[config.mk]
export PLATFORM = sky130hd
export DESIGN_NAME = alu_step_sequencer
export DESIGN_NICKNAME = d
export VERILOG_FILES = /design/src/rtl/alu_seq_pkg.sv /design/src/rtl/btn_debounce.sv /design/src/rtl/alu_step_sequencer.sv
export SDC_FILE = /design/constraint.sdc
export NUM_CORES = 1
export LEC_CHECK = 0
export CELL_PAD_IN_SITES_DETAIL_PLACEMENT = 1
export CELL_PAD_IN_SITES_GLOBAL_PLACEMENT = 1
export CORE_UTILIZATION = 40
export CTS_CLUSTER_SIZE = 14
export DETAILED_ROUTE_END_ITERATION = 16
export PLACE_DENSITY = 0.94
export REMOVE_ABC_BUFFERS = 1
export SLEW_MARGIN = 20
export SYNTH_ARGS = -nofsm -noshare
export SYNTH_HDL_FRONTEND = slang
export SYNTH_HIERARCHICAL = 1
export SYNTH_SLANG_ARGS = --single-unit
[constraint.sdc]
create_clock -name clk -period 3.9 [get_ports clk]
set_input_delay 0.78 -clock clk [delete_from_list [all_inputs] [get_ports clk]]
set_output_delay 0.78 -clock clk [all_outputs]
set_load 0.02 [all_outputs]
[src/rtl/alu_seq_pkg.sv]
// State encodings shared by the step sequencer,
// the display mux and the LED logic.
package alu_seq_pkg;

    localparam int STATE_W = 2;

    typedef enum logic [STATE_W-1:0] {
        GET_A = 2'd0,
        GET_B = 2'd1,
        EXEC  = 2'd2,
        DONE  = 2'd3
    } seq_state_e;

endpackage

[src/rtl/btn_debounce.sv]
// Step button conditioner: 2-flop sync, tick-sampled
// stability counter and a one-clk rising-edge pulse.
module btn_debounce #(
    parameter int unsigned DEBOUNCE_TICKS = 4
) (
    input  logic clk,
    input  logic reset_n,
    input  logic tick,
    input  logic btn,
    output logic step
);

    localparam logic [3:0] TICKS = 4'(DEBOUNCE_TICKS);

    logic       sync1_q;
    logic       sync2_q;
    logic       level_q;
    logic       step_q;
    logic [3:0] cnt_q;
    logic [3:0] cnt_d;

    // Saturating increment so a stuck mismatch never wraps to zero.
    assign cnt_d = (cnt_q == 4'hF) ? cnt_q : cnt_q + 4'd1;

    always_ff @(posedge clk or negedge reset_n) begin
        if (!reset_n) begin
            sync1_q <= 1'b0;
            sync2_q <= 1'b0;
            level_q <= 1'b0;
            step_q  <= 1'b0;
            cnt_q   <= 4'd0;
        end else begin
            sync1_q <= btn;
            sync2_q <= sync1_q;
            step_q  <= 1'b0;
            if (tick) begin
                if (sync2_q != level_q) begin
                    if (cnt_d == TICKS) begin
                        level_q <= sync2_q;
                        cnt_q   <= 4'd0;
                        step_q  <= sync2_q;
                    end else begin
                        cnt_q <= cnt_d;
                    end
                end else begin
                    cnt_q <= 4'd0;
                end
            end
        end
    end

    assign step = step_q;

endmodule

[src/rtl/alu_step_sequencer.sv]
// Operand-entry FSM: loads A, then B/opcode, holds them
// for a settle window and captures the ALU result.
module alu_step_sequencer
    import alu_seq_pkg::*;
#(
    parameter int unsigned DEBOUNCE_TICKS = 4,
    parameter int unsigned SETTLE_CYCLES  = 3
) (
    input  logic               clk,
    input  logic               reset_n,
    input  logic               tick,
    input  logic               btn_step,
    input  logic               btn_clear,
    input  logic [3:0]         sw_op_sel,
    input  logic [7:0]         sw_input_bits,
    input  logic [7:0]         alu_y,
    output logic [7:0]         a_reg,
    output logic [7:0]         b_reg,
    output logic [3:0]         op_reg,
    output logic [7:0]         result,
    output logic               result_valid,
    output logic [STATE_W-1:0] state
);

    localparam logic [3:0] SETTLE_LAST = 4'(SETTLE_CYCLES - 1);

    logic       step;
    logic       clr_s1_q;
    logic       clr_s2_q;
    seq_state_e state_q;
    logic [7:0] a_q;
    logic [7:0] b_q;
    logic [3:0] op_q;
    logic [7:0] res_q;
    logic       valid_q;
    logic [3:0] cnt_q;

    btn_debounce #(
        .DEBOUNCE_TICKS(DEBOUNCE_TICKS)
    ) u_step_db (
        .clk    (clk),
        .reset_n(reset_n),
        .tick   (tick),
        .btn    (btn_step),
        .step   (step)
    );

    always_ff @(posedge clk or negedge reset_n) begin
        if (!reset_n) begin
            clr_s1_q <= 1'b0;
            clr_s2_q <= 1'b0;
            state_q  <= GET_A;
            a_q      <= 8'd0;
            b_q      <= 8'd0;
            op_q     <= 4'd0;
            res_q    <= 8'd0;
            valid_q  <= 1'b0;
            cnt_q    <= 4'd0;
        end else begin
            clr_s1_q <= btn_clear;
            clr_s2_q <= clr_s1_q;
            // Abort wins over a coincident step; operands are kept.
            if (clr_s2_q) begin
                state_q <= GET_A;
                valid_q <= 1'b0;
            end else begin
                unique case (state_q)
                    GET_A: begin
                        if (step) begin
                            a_q     <= sw_input_bits;
                            state_q <= GET_B;
                        end
                    end
                    GET_B: begin
                        if (step) begin
                            b_q     <= sw_input_bits;
                            op_q    <= sw_op_sel;
                            cnt_q   <= SETTLE_LAST;
                            state_q <= EXEC;
                        end
                    end
                    EXEC: begin
                        if (cnt_q == 4'd0) begin
                            res_q   <= alu_y;
                            valid_q <= 1'b1;
                            state_q <= DONE;
                        end else begin
                            cnt_q <= cnt_q - 4'd1;
                        end
                    end
                    DONE: begin
                        if (step) begin
                            valid_q <= 1'b0;
                            a_q     <= sw_input_bits;
                            state_q <= GET_B;
                        end
                    end
                endcase
            end
        end
    end

    assign a_reg        = a_q;
    assign b_reg        = b_q;
    assign op_reg       = op_q;
    assign result       = res_q;
    assign result_valid = valid_q;
    assign state        = state_q;

endmodule
# Word level (Yosys, flattened, before mapping)
# Index checks and enable logic that the tools add are counted.
[word_totals]
regBits = 45
word_cells = 59
[op_classes]
mux = 18
n_eq_ne = 12
reduce_logical = 12
bitwise = 1
n_addsub = 2
[ops]
columns = ["operator", "n"]
rows = [
  ["two-way mux 4 bit", 5],
  ["AND reduction 3 bit", 6],
  ["two-way mux 2 bit", 4],
  ["one-hot mux 4 bit (2 select lines)", 1],
  ["two-way mux 1 bit", 6],
  ["!= test 3 x 2 -> 1 bit, second input constant", 2],
  ["one-hot mux 2 bit (3 select lines)", 1],
  ["adder 4 x 1 -> 4 bit, second input constant", 1],
  ["equality test 2 bit, second input constant", 2],
  ["equality test 4 x 3 -> 1 bit, second input constant", 1],
  ["equality test 4 bit, second input constant", 1],
  ["logical NOT 4 bit", 1],
  ["AND reduction 4 bit", 1],
  ["subtractor 4 x 1 -> 4 bit, second input constant", 1],
  ["!= test 3 x 1 -> 1 bit, second input constant", 1],
  ["!= test 3 bit, second input constant", 1],
  ["nonzero test 3 bit", 1],
  ["equality test 2 x 1 -> 1 bit, second input constant", 1],
  ["logical NOT 2 bit", 1],
  ["!= test 2 x 1 -> 1 bit, second input constant", 1],
  ["!= test 2 bit, second input constant", 1],
  ["one-hot mux 1 bit (2 select lines)", 1],
  ["nonzero test 2 bit", 1],
  ["OR reduction 2 bit", 1],
  ["2 further kinds", 2],
]

# Longest topological paths before layout
# Gate-level depths: netlist of run 1.
[logic_depth]
depth_word = 6
mapped_depth = 6
mapped_depth_nobuf = 5

# Hierarchy
# The synthesis of run 1 kept the hierarchy.
[modules_own_cells]
columns = ["module", "cells_each", "area_each_um2", "instances"]
rows = [
  ["alu_step_sequencer", 117, 1595.3, 1],
  ["btn_debounce", 36, 386.6, 1],
]

# Least setup slack after synthesis of run 1
# OpenSTA, ideal clock, no wires.
[synth_path]
path_kind = "reg-to-reg"
start = "register state_q[0] (netlist: state[0])"
end = "register, netlist name cnt_q[3]"
path_slack_ps = 2222
arrival_ps = 1598
path_stages_with_launch = 7
cell_sequence = "dfrtp_1 inv_1 ha_1 buf_4 clkinv_1 or4_1 o211ai_2"
[synth_rtl]
columns = ["element", "line_no", "rtl"]
rows = [
  ["start: declaration", "alu_step_sequencer.sv:30", "seq_state_e state_q;"],
  ["start signal: assignment", "alu_step_sequencer.sv:52", "state_q <= GET_A;"],
  ["start signal: assignment", "alu_step_sequencer.sv:64", "state_q <= GET_A;"],
  ["start signal: assignment", "alu_step_sequencer.sv:71", "state_q <= GET_B;"],
]

# Worst setup path after layout of run 1
[layout_path]
start = "register state_q[0] (netlist: state[0])"
end = "output port state[0]"
[layout_rtl]
columns = ["element", "line_no", "rtl"]
rows = [
  ["end: declaration", "alu_step_sequencer.sv:22", "output logic [STATE_W-1:0] state"],
]
# No word-level cell between the ends.

==> flow_summary.toml, run 1 <==
[placed_design]
numPortBuffers = 55
dp_slack_ps = 1960
place_area_um2 = 2590
gp_congestion = 0.774
dp.cells = 272
dpl.hpwl_um = 3620

[global_routing]
grt_max_degree = 46
grtUsageTotal = 0.207
overflow = 0
antenna_found_initial = 0
grt_pass1_vias = 1600
grt_first_pass_wirelength_um = 8040

[synthesis]
synth_edf_count = 0
synth.area.top_cells = "dfrtp_1 (57%), mux2_2 (16%), ha_1 (3.8%), nand3_1 (1.8%), o21ai_0 (1.8%)"
yosysTopAreaCell = "dfrtp_1"
synth_flop_cell = "dfrtp_1"
synth_cell_types = 38
syn_area_um2 = 1980
synth_most_common_cell = "dfrtp_1"
yosysSeqAreaShare = 0.568
synth_common_cells = "dfrtp_1 (45), mux2_2 (28), inv_1 (9), nand2_1 (8)"
synthesis.instances = 153
ys_seq_elements = 45
async_flop_share = 1.00
yosysTopAreaCellShare = 0.568
ys_warn_count = 6
synth.avg_cell_area_um2 = 13.0

[cells_and_area]
fin_cells = 280
nNetsFinal = 243
area_growth_pct = 37.8
fin_area_um2 = 2730
nFillCells = 507
diodes = 0
drive_above_1_share = 0.197
fin_util = 0.574

[setup_path]
critPathRequiredTime_ps = 3120
worst_path_largest_cell_delay_ps = 640
crit_arrival_ps = 1350
crit_path_max_fanout = 4
end_kind = "output pin"
cpLargestDelayFamily = "buffers and inverters"
path_cells = "clkdlybuf4s50_1"
crit_slowest_cell = "clkdlybuf4s50_1"
crit_path_start_kind = "flip-flop"
worst-setup-path-type = "flip-flop to output pin"
critPathBufInv = 1

[timing]
finalHoldViolCount = 0
fin_crit_sh = 0.547
finalCriticalPeriod_ps = 2130
clock.fmax_ghz = 0.468
maxSlewHeadroom = 0.621
rsz0062_at_grt = "false"
tns_ps = 0
setup_viol = 0
max_slew.worst_pin.slew_ps = 569
fin_ws_ps = 1770
finClkSkew_ps = 9.09
final_max_slew_viol_count = 0

[run]
cap_viol_max_count = 0

[cts]
htree_levels = 2
cts.reportedPaths.clkPinSlew_ps = 90
cts_tree = "built"
cts_resized = 0
cts_buffer_depth = 2
cts_buffers = 5
root_buffer = "clkbuf_8"
worstSkewPairLatency_ps = 300
cts.sinks = 45
cts_hold_buf = 0
post-cts-setup-buffers = 0

[floorplanning]
die_y_um = 72.4
start_util = 0.417
rows = 25
coreArea_um2 = 4750
fp.dieW_um = 72.4
ios = 56
die_area_um2 = 5240

[pwr]
p_per_area_nw_per_um2 = 604
leakage_nw = 1.14
ir_worst_vdd_uv = 289

[detailed_routing]
drtPass1Iterations = 4
wl_per_cell_um = 17.4
routed_wl_um = 4890
viasPerCell = 5.24
first_iter_violations = 36
via_count = 1466
ant_nets = 0
route.detailed.drc = 0

[status]
status = "finished, final reports clean"

[min_path]
hold_class = "flip-flop to flip-flop"
## final cells by class
type | count | area, um^2 | share of cell area
Multi-Input combinational cell | 95 | 801 | 0.293
Timing Repair Buffer | 55 | 548 | 0.201
Inverter | 10 | 37.5 | 0.0137
Clock buffer | 5 | 68.8 | 0.0252
Clock inverter | 3 | 65.1 | 0.0238
Tap cell | 67 | 83.8 | 0.0307
Sequential cell | 45 | 1130 | 0.412
## worst reg2reg max path: stages, from the launching register on
cell      delay [ps]
dfrtp_1          430
inv_1            100
ha_1             360
mux2i_1          220
or2_1            320
a221oi_1         350
## worst paths after layout
check / start / end / slack (ps) / cells past startpoint
worst max register to register: state[0]$_DFFE_PN0P_ / cnt_q[1]$_DFFE_PN0P_ / 1990 / 5
min in group asynchronous: reset_n / result[2]$_DFFE_PN0P_ / 470 / 1
worst min-delay path: clr_s1_q$_DFF_PN0_ / clr_s2_q$_DFF_PN0_ / 370 / 0
worst min register to register: clr_s1_q$_DFF_PN0_ / clr_s2_q$_DFF_PN0_ / 370 / 0
worst max-delay path: state[0]$_DFFE_PN0P_ / state[0] / 1770 / 1
max in group asynchronous: reset_n / a_reg[7]$_DFFE_PN0P_ / 3040 / 1
## cells in the final DEF (no fill, tap or decap), types with 2 or more instances in the layout
cell type | netlist | final
mux2_2 | 28 | 28
a21oi_1 | 2 | 2
bufinv_16 | 0 | 2
nand4bb_1 | 2 | 2
nand3_1 | 7 | 7
nor2b_1 | 2 | 2
nor2_1 | 3 | 3
dfrtp_1 | 45 | 45
mux2i_1 | 2 | 2
inv_1 | 9 | 9
nand2_1 | 8 | 8
o31ai_1 | 2 | 2
xor2_1 | 2 | 2
o21ai_0 | 7 | 7
o211ai_1 | 3 | 3
ha_1 | 6 | 6
o32ai_1 | 2 | 2
clkbuf_8 | 0 | 5
clkdlybuf4s50_1 | 0 | 54
## where the power goes
group | internal, mW | switching [mW]
registers | 0.566 | 0.0897
logic | 0.286 | 0.294
clock network | 0.254 | 0.159
## metal layers
layer	global-route usage	share of wire
met1	0.219	0.38
met2	0.378	0.53
met3	0.0583	0.052
met4	0.0959	0.040
met5	0	0
## stage by stage
step | hold slack, ps | power [mW]
2_1_floorplan | 331 | 0.986
3_3_place_gp | 333 | 1.20
3_5_place_dp | 350 | 1.24
4_1_cts | 370 | 1.67
5_1_grt | 383 | 1.74
6_report | 365 | 1.65
## kinds of logic (layout without fill, tap and decap cells)
logic type	Yosys count	after routing	share of synthesized area
AOI/OAI and AO/OA	23	23	0.0789
and+or+nand+nor	32	32	0.0972
adders and majority gates	6	6	0.0379
xor gates and xnor gates	3	3	0.0133
DFF	45	45	0.568
muxes	31	31	0.177
buffers and inverters	13	73	0.0278
Note: power is estimated with default switching activity, not from simulation.
==> run 2: changes to the inputs <==
Settings changed: CORE_UTILIZATION 40 to 37, PLACE_DENSITY 0.94 to 0.88.
Clock period 3.9 ns to 2.2 ns, I/O delays scaled along.
==> flow_summary.toml, run 2 (synthesis results as in run 1) <==
[status]
status = "finished, final reports clean"

[setup_path]
end_kind = "flip-flop"
critPathBufInv = 1
critPathRequiredTime_ps = 2380
crit_slowest_cell = "dfrtp_1"
path_depth = 5
path_cells = "inv_1, ha_1, nor3b_2, nand3_2, mux2_2"
reg2regPathDepth = 5
worst-setup-path-type = "flip-flop to flip-flop"
reg2reg_setup_slack_ps = 340
crit_path_max_fanout = 8
worst_path_largest_cell_delay_ps = 420
cpLargestDelayFamily = "simple AND/OR/NAND/NOR gates"
crit_arrival_ps = 2040
crit_path_start_kind = "flip-flop"

[cts]
cts_resized = 0
cts_hold_buf = 0
root_buffer = "clkbuf_8"
cts.reportedPaths.clkPinSlew_ps = 80
cts_tree = "built"
worstSkewPairLatency_ps = 300
htree_levels = 2
cts_buffers = 5
post-cts-setup-buffers = 0
cts.sinks = 45
cts_buffer_depth = 2

[pwr]
switchingPower_mw = 0.929
power_mw = 2.77
p_int_mw = 1.84
pwr-share-comb = 0.365
ir_worst_vdd_uv = 608
power_frac_seq = 0.418
power_frac_clock = 0.217
switching_share = 0.335
leakage_nw = 1.13
p_per_area_nw_per_um2 = 1020

[cells_and_area]
area_growth_pct = 36.7
drive_above_1_share = 0.197
fin_cells = 283
diodes = 0
fin_util = 0.527
layout_common_cells = "clkdlybuf4s50_1 (54), dfrtp_1 (45), mux2_2 (28)"
final_common_cell = "clkdlybuf4s50_1"
nNetsFinal = 244

[timing]
finalHoldViolCount = 0
finClkSkew_ps = 11.2
finalCriticalPeriod_ps = 1860
fin_ws_ps = 344
final_max_slew_viol_count = 0
tns_ps = 0
clock.fmax_ghz = 0.539
rsz0062_at_grt = "false"
fin_crit_sh = 0.844
setup_viol = 0
max_slew.worst_pin.slew_ps = 555
maxSlewHeadroom = 0.630

[placed_design]
gp_congestion = 0.905
dp.cells = 276
dpl.hpwl_um = 3400
dp_slack_ps = 346
numPortBuffers = 55

[detailed_routing]
wl_per_cell_um = 16.2
viasPerCell = 4.97
ant_nets = 0
first_iter_violations = 51
route.detailed.drc = 0
via_count = 1406
drtPass1Iterations = 4
routed_wl_um = 4600

[run]
cap_viol_max_count = 0

[global_routing]
grtUsageTotal = 0.174
overflow = 0
grt_first_pass_wirelength_um = 7150
grt_max_degree = 46
antenna_found_initial = 0
grt_pass1_vias = 1496

[floorplanning]
coreArea_um2 = 5140
ios = 56
die_area_um2 = 5650
start_util = 0.386
die_y_um = 75.2
rows = 26
fp.dieW_um = 75.2

[min_path]
hold_class = "input port to asynchronous set/reset pin"
run 2: power groups by stage:
stage,combinational [mW],sequential (mW),clock (mW)
6_report,1.01,1.16,0.601
5_1_grt,1.11,1.18,0.644
4_1_cts,1.02,1.16,0.618
3_5_place_dp,1.02,1.17,0
3_3_place_gp,0.983,1.16,0
2_1_floorplan,0.466,1.28,0
run 2: final cells by class:
type | instances | area [um^2]
Fill cell | 562 | 2430
Clock inverter | 2 | 35.0
Tap cell | 70 | 87.6
Sequential cell | 45 | 1130
Timing Repair Buffer | 56 | 553
Inverter | 10 | 37.5
Clock buffer | 5 | 68.8
Multi-Input combinational cell | 95 | 801
run 2: metal layers:
| layer | GRT usage | vias to the layer above | wire (um) |
|---|---|---|---|
| met1 | 0.197 | 701 | 1740 |
| met5 | 0 | - | 0 |
| met2 | 0.317 | 36 | 2560 |
| met3 | 0.0576 | 5 | 256 |
| li1 | - | 664 | - |
| met4 | 0.0432 | 0 | 40 |
run 2: worst paths after layout:
kind | start | endpoint
setup / recovery | cnt_q[0]$_DFFE_PN0P_ | result[3]$_DFFE_PN0P_
hold / removal | reset_n | cnt_q[3]$_DFFE_PN0P_
setup reg to reg | cnt_q[0]$_DFFE_PN0P_ | result[3]$_DFFE_PN0P_
hold reg to reg | u_step_db/sync1_q$_DFF_PN0_ | u_step_db/sync2_q$_DFF_PN0_
max in group asynchronous | reset_n | a_reg[3]$_DFFE_PN0P_
min in group clk | u_step_db/sync1_q$_DFF_PN0_ | u_step_db/sync2_q$_DFF_PN0_
run 2: through the flow:
step / hold slack (ps) / cell area, um^2
floorplan: 144 / 1960
global placement: 332 / 2610
detailed placement: 337 / 2610
CTS: 229 / 2710
global route: 269 / 2710
finish: 218 / 2710
